[config.mk]
export PLATFORM = sky130hd
export DESIGN_NAME = dc_sequence_scheduler
export DESIGN_NICKNAME = d
export VERILOG_FILES = /design/src/rtl/dc_sequence_scheduler.sv
export SDC_FILE = /design/constraint.sdc
export NUM_CORES = 2
export LEC_CHECK = 0
export BUFFER_PORTS_ARGS = -buffer_cell sky130_fd_sc_hd__buf_2
export CAP_MARGIN = 20
export CORE_MARGIN = 2
export CORE_UTILIZATION = 45
export CTS_BUF_LIST = sky130_fd_sc_hd__clkbuf_16
export DETAILED_ROUTE_END_ITERATION = 12
export PLACE_DENSITY = 0.56
export RECOVER_POWER = 100
export SYNTH_ARGS = -nofsm -noshare
export SYNTH_HDL_FRONTEND = slang
export SYNTH_SLANG_ARGS = --single-unit
[constraint.sdc]
create_clock -name i_clk -period 3.42 [get_ports i_clk]
set_input_delay 0.684 -clock i_clk [delete_from_list [all_inputs] [get_ports i_clk]]
set_output_delay 0.684 -clock i_clk [all_outputs]
set_load 0.05 [all_outputs]
[src/rtl/dc_sequence_scheduler.sv]
// DC step sequencer run-time controller: level table, hysteresis trigger, step/holdoff/pass FSM.
// Optional dwell-timer stepping is enabled with `define DC_SEQ_DWELL_EN (adds i_dwell_cycles).
module dc_sequence_scheduler #(
  parameter int ADDR_W = 7,
  parameter int DATA_W = 16,
  parameter logic [DATA_W-1:0] HI_LVL = 16'h7FFF,
  parameter logic [DATA_W-1:0] LO_LVL = 16'h0000
) (
  input  logic                     i_clk,
  input  logic                     i_reset,
  input  logic signed [DATA_W-1:0] i_data_in,
  input  logic signed [DATA_W-1:0] i_hi_threshold,
  input  logic signed [DATA_W-1:0] i_lo_threshold,
  input  logic                     i_arm,
  input  logic                     i_abort,
  input  logic [ADDR_W-1:0]        i_last_addr,
  input  logic [7:0]               i_loops,
  input  logic [15:0]              i_holdoff,
  input  logic                     i_wr_en,
  input  logic [ADDR_W-1:0]        i_wr_addr,
  input  logic [DATA_W-1:0]        i_wr_data,
`ifdef DC_SEQ_DWELL_EN
  input  logic [31:0]              i_dwell_cycles,
`endif
  output logic signed [DATA_W-1:0] o_data_out_a,
  output logic [DATA_W-1:0]        o_data_out_b,
  output logic [ADDR_W-1:0]        o_level_addr,
  output logic                     o_step_pulse,
  output logic                     o_busy,
  output logic                     o_done
);

  typedef enum logic [1:0] {
    S_IDLE = 2'd0,
    S_RUN  = 2'd1,
    S_HOLD = 2'd2,
    S_DONE = 2'd3
  } state_t;

  localparam logic [ADDR_W-1:0] ADDR_ONE = {{(ADDR_W-1){1'b0}}, 1'b1};

  state_t              r_state;
  state_t              w_state_nxt;
  logic                r_trig;
  logic                r_trig_dly;
  logic [ADDR_W-1:0]   r_level_addr;
  logic [ADDR_W-1:0]   w_addr_nxt;
  logic [7:0]          r_pass;
  logic [7:0]          w_pass_nxt;
  logic [7:0]          w_pass_inc;
  logic [15:0]         r_hcnt;
  logic [15:0]         w_hcnt_nxt;
  logic                r_step_pulse;
  logic                w_step_nxt;
  logic                w_load0;
  logic                r_busy;
  logic                r_done;
  logic [DATA_W-1:0]   r_data_out_a;
  logic [DATA_W-1:0]   w_data_a_nxt;
  logic                w_rise;
  logic                w_step_req;
  logic                w_table_busy;
  logic [DATA_W-1:0]   r_mem [0:(2**ADDR_W)-1];

  assign w_rise       = r_trig & ~r_trig_dly;
  assign w_pass_inc   = r_pass + 8'd1;
  assign w_table_busy = (r_state == S_RUN) || (r_state == S_HOLD);

`ifdef DC_SEQ_DWELL_EN
  logic [31:0] r_dwell;
  logic        w_dwell_hit;

  assign w_dwell_hit = (r_state == S_RUN) && (i_dwell_cycles != 32'd0) &&
                       (r_dwell == (i_dwell_cycles - 32'd1));
  assign w_step_req  = w_rise | w_dwell_hit;

  // Dwell timer restarts on every entry to RUN and only counts while in RUN
  always_ff @(posedge i_clk) begin
    if (i_reset) begin
      r_dwell <= 32'd0;
    end else if ((w_state_nxt == S_RUN) && (r_state != S_RUN)) begin
      r_dwell <= 32'd0;
    end else if (r_state == S_RUN) begin
      r_dwell <= r_dwell + 32'd1;
    end else begin
      r_dwell <= r_dwell;
    end
  end
`else
  assign w_step_req = w_rise;
`endif

  // Hysteresis trigger, tracked in every state so a level already high at Arm gives no rise
  always_ff @(posedge i_clk) begin
    if (i_reset) begin
      r_trig     <= 1'b0;
      r_trig_dly <= 1'b0;
    end else begin
      r_trig_dly <= r_trig;
      if (i_data_in >= i_hi_threshold) begin
        r_trig <= 1'b1;
      end else if (i_data_in < i_lo_threshold) begin
        r_trig <= 1'b0;
      end else begin
        r_trig <= r_trig;
      end
    end
  end

  always_ff @(posedge i_clk) begin
    if (i_reset) begin
      r_state      <= S_IDLE;
      r_level_addr <= '0;
      r_pass       <= 8'd0;
      r_hcnt       <= 16'd0;
      r_step_pulse <= 1'b0;
      r_busy       <= 1'b0;
      r_done       <= 1'b0;
      r_data_out_a <= '0;
    end else begin
      r_state      <= w_state_nxt;
      r_level_addr <= w_addr_nxt;
      r_pass       <= w_pass_nxt;
      r_hcnt       <= w_hcnt_nxt;
      r_step_pulse <= w_step_nxt;
      r_busy       <= (w_state_nxt == S_RUN) || (w_state_nxt == S_HOLD);
      r_done       <= (w_state_nxt == S_DONE);
      r_data_out_a <= w_data_a_nxt;
    end
  end

  // Abort overrides everything; the final wrap of a bounded run goes to DONE without a step
  always_comb begin
    w_state_nxt = r_state;
    w_addr_nxt  = r_level_addr;
    w_pass_nxt  = r_pass;
    w_hcnt_nxt  = r_hcnt;
    w_step_nxt  = 1'b0;
    w_load0     = 1'b0;
    if (i_abort) begin
      w_state_nxt = S_IDLE;
      w_addr_nxt  = '0;
      w_pass_nxt  = 8'd0;
      w_hcnt_nxt  = 16'd0;
    end else begin
      case (r_state)
        S_IDLE, S_DONE: begin
          if (i_arm) begin
            w_state_nxt = S_RUN;
            w_addr_nxt  = '0;
            w_pass_nxt  = 8'd0;
            w_load0     = 1'b1;
          end else begin
            w_state_nxt = r_state;
          end
        end
        S_RUN: begin
          if (w_step_req) begin
            w_hcnt_nxt = i_holdoff;
            if (r_level_addr == i_last_addr) begin
              if ((i_loops != 8'd0) && (w_pass_inc == i_loops)) begin
                w_state_nxt = S_DONE;
              end else begin
                w_state_nxt = S_HOLD;
                w_addr_nxt  = '0;
                w_pass_nxt  = w_pass_inc;
                w_step_nxt  = 1'b1;
              end
            end else begin
              w_state_nxt = S_HOLD;
              w_addr_nxt  = r_level_addr + ADDR_ONE;
              w_step_nxt  = 1'b1;
            end
          end else begin
            w_state_nxt = S_RUN;
          end
        end
        S_HOLD: begin
          if (r_hcnt == 16'd0) begin
            w_state_nxt = S_RUN;
          end else begin
            w_hcnt_nxt = r_hcnt - 16'd1;
          end
        end
        default: begin
          w_state_nxt = S_IDLE;
        end
      endcase
    end
  end

  // table[0] is fetched on the Arm edge so the first level appears one cycle after Arm
  always_comb begin
    w_data_a_nxt = r_data_out_a;
    if (w_state_nxt == S_IDLE) begin
      w_data_a_nxt = '0;
    end else if (w_load0) begin
      w_data_a_nxt = r_mem[0];
    end else if (w_table_busy) begin
      w_data_a_nxt = r_mem[r_level_addr];
    end else begin
      w_data_a_nxt = r_data_out_a;
    end
  end

  always_ff @(posedge i_clk) begin
    if (i_wr_en && !w_table_busy) begin
      r_mem[i_wr_addr] <= i_wr_data;
    end
  end

  assign o_data_out_a = r_data_out_a;
  assign o_data_out_b = r_trig ? HI_LVL : LO_LVL;
  assign o_level_addr = r_level_addr;
  assign o_step_pulse = r_step_pulse;
  assign o_busy       = r_busy;
  assign o_done       = r_done;

endmodule

* Word-level counts from Yosys, hierarchy flattened
Memories as Yosys holds them, arrays and structs flattened. A register that Yosys moved wholly into a read port is not among the register bits. Index checks and enable logic that the tools add are counted.
Cells by class: mux-type cells 34, $lt $le $gt $ge 2, bitwise operators 4, eq/ne operators 14, add/sub/neg operators 3, reductions and logical operators 20
Operator list (number):
- $mux 16 | 4
- $mux 7 | 6
- $mux 8 | 4
- $pmux 16 s2 | 1
- $ge 16x16->1 | 1
- $logic_not 16->1 | 1
- $lt 16x16->1 | 1
- $pmux 8 s2 | 1
- $sub 16x1->16 const B | 1
- $mux 15 | 1
- $pmux 7 s2 | 1
- $mux 1 | 10
- $mux 2 | 5
- $add 8x1->8 const B | 1
- $eq 2x2->1 const B | 4
- $eq 8x8->1 | 1
- $ne 2x2->1 const B | 4
- $reduce_bool 2->1 | 4
- $reduce_bool 8->1 | 1
- $add 7x1->7 const B | 1
- $eq 7x7->1 | 1
- $pmux 2 s3 | 1
- $reduce_or 2->1 | 3
- $reduce_and 5->1 | 1
- 12 further kinds | 18
Word-level totals: bits in registers 54, input bits 107, memories 1, RAM bits 2048, output and inout bits 42, logic and storage cells 88
Memory list:
- r_mem | depth 128, bits a word 16, read ports 2, clocked after Yosys merged registers in 1, write ports 1, line 63 | logic [DATA_W-1:0] r_mem [0:(2**ADDR_W)-1];

* Longest topological paths before layout
depth after elaboration 10, mapped depth 14

* Worst setup path before layout
Ideal clock, no wire load.
path kind input port to flip-flop, from input i_loops[5], to register r_data_out_a[10], in the netlist o_data_out_a[10], path buffers 2, slack 0.451 ns, data arrival time 2.895 ns, library setup time 0.074 ns, stages on the path 12, cells stage by stage xnor2_1 -> or3_1 -> a211oi_1 -> o211ai_1 -> o21ai_0 -> a211oi_1 -> nand2b_1 -> ha_1 -> or2_2 -> buf_1 -> clkbuf_1 -> a31oi_1
Between the ends: word-level cells in the longest chain between the ends 9
RTL lines:
- start, declared | line 17 | input logic [7:0] i_loops,
- $eq 8x8->1 / $reduce_bool 8->1 (equally long branches) | line 161 | if ((i_loops != 8'd0) && (w_pass_inc == i_loops)) begin
- $logic_and 1x1->1 (*) | line 161
- $mux 1 (*) | line 161
- $mux 2 (*) | line 160 | if (r_level_addr == i_last_addr) begin
- $mux 2 (*) | line 158 | if (w_step_req) begin
- $pmux 2 s3 (*) | line 146 | case (r_state)
- $mux 2 (*) | line 140 | if (i_abort) begin
- $logic_not 2->1 (*) | line 195 | if (w_state_nxt == S_IDLE) begin
- $reduce_or 2->1 (no line) (*)
- end signal, assigned | line 128 | r_data_out_a <= w_data_a_nxt;
- end, declared | line 58 | logic [DATA_W-1:0] r_data_out_a;
Mark *: on every way between the ends. The rest lies on a longest branch, timed or not. A chain may end at the register's enable or synchronous reset.

* Worst setup path in the final report
from register r_state[0], to memory r_mem[15][9] (enable)
Between the ends: word-level cells in the longest chain between the ends 6
RTL lines:
- start, declared | line 42 | state_t r_state;
- start signal, assigned | line 121 | r_state <= w_state_nxt;
- $eq 2x1->1 / $eq 2x2->1 (equally long branches) | line 67 | assign w_table_busy = (r_state == S_RUN) || (r_state == S_HOLD);
- $logic_or 1x1->1 (*) | line 67
- $logic_not 1->1 (*) | line 207 | if (i_wr_en && !w_table_busy) begin
- $logic_and 1x1->1 (*) | line 207
- $mux 1 (*) | line 207
- $mux 1 (implied by the code) (*) | line 208 | r_mem[i_wr_addr] <= i_wr_data;
- end, declared | line 63
Marks and branches as above.

==> out/results.ini <==
[outcome]
status=finished with violations
violations=capacitance limit, slew limit

[critical_path]
path_max_fanout=16
startpoint=r_state[0]
reg2reg_depth=8
reg2reg_to=r_mem[15][9]
worst_ep_arrival_time_ps=3840
crit_type=flip-flop to flip-flop
r2r_slack_ps=40
start_kind=flip-flop
required_ps=3880
r2r_start=r_state[0]
end_kind=flip-flop

[floorplanning]
dieArea_um2=187000
die_x_um=432
io_pins=149
std_cell_rows=157
die_h_um=432
core-area_um2=183000
start_util_pct=45.2

[route]
drtPass1Iterations=6
vias=42760
post_drt_wl_per_cell_um=31.5
drc=0
drtIter0Drc=5133
drtAntennaViolNets=0
wl_um=224000
vias_per_cell=6.01

[timing]
fin_worst_skew_ps=41.0
relSlewSlack_pct=-121
min_period_over_period_pct=98.8
tightest_slew_ps=3320
holdWs_ps=182
max_freq_ghz=0.296
setup_viol_count_final=0
slew_violations=1256
rsz0062_at_grt=false
post-route-min-period_ps=3380
hold_viol_final=0

[placement]
dp_hpwl_um=142000
gp_congestion=0.875
placedCellCount=6708
port_buffers=147
dpl_cell_area_um2=88400

[pwr]
peakVddDrop_uv=433
p_per_area_nw_per_um2=552
p_leak_nw=29.7

[clock_tree]
clk_pin_slew_ps=60
cts.sinks=2109
ctsHoldBuffers=0
htreeDepth=4
cts_root_buffer=clkbuf_16
cts_max_path_buffers=3
numCtsBuffers=214
cts_tree=done
clk_latency_ps=860

[layout]
area_delta_synth_final_pct=14.6
register_area_um2=62700
nets=4684
nFillCells=14567
drive_above_1_share_pct=25.7
final_area_um2=94600
fin_util_pct=51.8
multi_input_area_um2=18400
fin_cells=7109

[worst_hold_path]
whs_endpoint=r_trig_dly
min_path_cells=2
hold_class=input port to flip-flop
hold_start=i_reset

[yosys]
syn-cell-area_um2=82500
ys_types=67
synth_area_per_cell_um2=20.4
syn-instance-count=4046
synth_top_flop_cell=edfxtp_1
synth_edf_count=2048
synth_seq_area_share_pct=76.0
syn-num-nets=4191
synthArstFlopShare_pct=0
yosys_warnings=0
synth-seq-cells=2109

[global_route]
grtUsageTotal_pct=24.0
grt_pass1_wl_um=317000
grt_max_degree=129
grt_overflow_total=0
antenna_found_initial=20
grt_pass1_vias=42001

[flow_run]
cap_violations=19

[cells by family after synthesis]
kind of cell	count (synthesis)	share of synthesized area [%]
flops	2109	76.0
other cells	1	0.00454
simple gates	477	2.67
buf+inv	285	1.76
fa+ha+maj	38	0.576
mux	624	14.6
compound gates	491	4.12
xor+xnor	21	0.223
[layout by cell type (no fill, tap or decap), drive strengths merged, types with 10 or more instances in the layout]
cell type  netlist  layout
buf            143     307
a211o           11      11
nor2b           21      21
nor3            24      24
ha              38      38
mux2i          147     147
mux2            12      12
and2            10      10
clkbuf          97     424
a211oi          34      34
o211ai          10      10
o221ai          29      29
a22oi           72      72
nor2           185     185
nand3           44      44
edfxtp        2048    2048
inv             45     115
bufinv           0      16
nor4            10      10
o22ai           54      54
mux4           465     465
nand2          116     116
xnor2           13      13
a21oi           97      97
dfxtp           61      61
nand2b          11      11
o21ai           42      42
clkinv           0      88
a221oi          18      18
o31ai           18      18
a22o            33      33
a31oi           30      30
[power breakdown]
group	total, mW	internal (mW)	switching (mW)
clock network	22.5	12.6	9.92
logic	1.19	0.263	0.927
registers	28.5	28.4	0.0278
[synthesized netlist by cell type (41+ instances only)]
library cell,instances,area [µm²]
a21oi_1,97,485
a22oi_1,72,541
buf_2,64,320
buf_4,49,368
clkbuf_1,97,364
dfxtp_1,61,1220
edfxtp_1,2048,61500
inv_1,44,165
mux2i_1,147,1470
mux4_2,465,10500
nand2_1,116,435
nand3_1,44,220
nor2_1,185,694
o21ai_0,41,205
o22ai_1,54,338
[worst max-delay path by stage]
stage | to | slack [ps] | cells past startpoint
3_3_place_gp | o_data_out_a[13] | -20 | 12
3_5_place_dp | o_data_out_a[13] | -60 | 11
6_report | r_mem[15][9] | 40 | 8
2_1_floorplan | o_data_out_a[10] | 450 | 12
4_1_cts | o_data_out_a[13] | 100 | 11
5_1_grt | r_mem[77][0] | 30 | 2
[cell type report]
type,count,share of cell area (%)
clock inverters,179,1.49
diodes,7,0.0185
well taps,2385,3.16
inverters,45,0.183
repair buffers,517,3.68
multi-input cells,1652,19.4
flip-flops and latches,2109,66.3
clock buffers,215,5.69
[metrics by stage]
stage	setup slack, ps	power [mW]	TNS [ps]
finish	42.7	52.2	0
global route	31.5	53.7	0
CTS	95.7	52.6	0
detailed placement	-61.8	30.2	-110
global placement	-23.6	30.2	-23.6
floorplan	451	29.4	0
[registers in the layout (all words and copies together), names as in the netlist, named ones only]
name,flops
r_state,2
r_hcnt,16
r_trig,1
o_done,1
o_level_addr,7
o_data_out_a,16
o_busy,1
r_mem,2048
r_pass,8
o_step_pulse,1
r_trig_dly,1
[metal layers]
metal	GRT usage (%)	routed length (µm)	up-vias
met3	4.55	18300	295
li1	-	-	17892
met2	37.3	106000	1888
met4	6.90	6200	4
met5	0	24	-
met1	34.6	94200	22681
[worst max-delay path, stage by stage, from the launching register on]
cell and delay (ps):
dfxtp_1 360, inv_1 70, ha_1 360, buf_4 330, and3_1 290, nand3_1 260, clkbuf_2 530, nor2_1 220
clkbuf_2 530
[repair_timing]
| item | 4_1_cts | 5_1_grt |
|---|---|---|
| setup endpoints to repair | 0 | 16 |
| setup buffers | 0 | 0 |
| resized for setup | 0 | 1 |
Note: power is estimated with default switching activity, not from simulation.
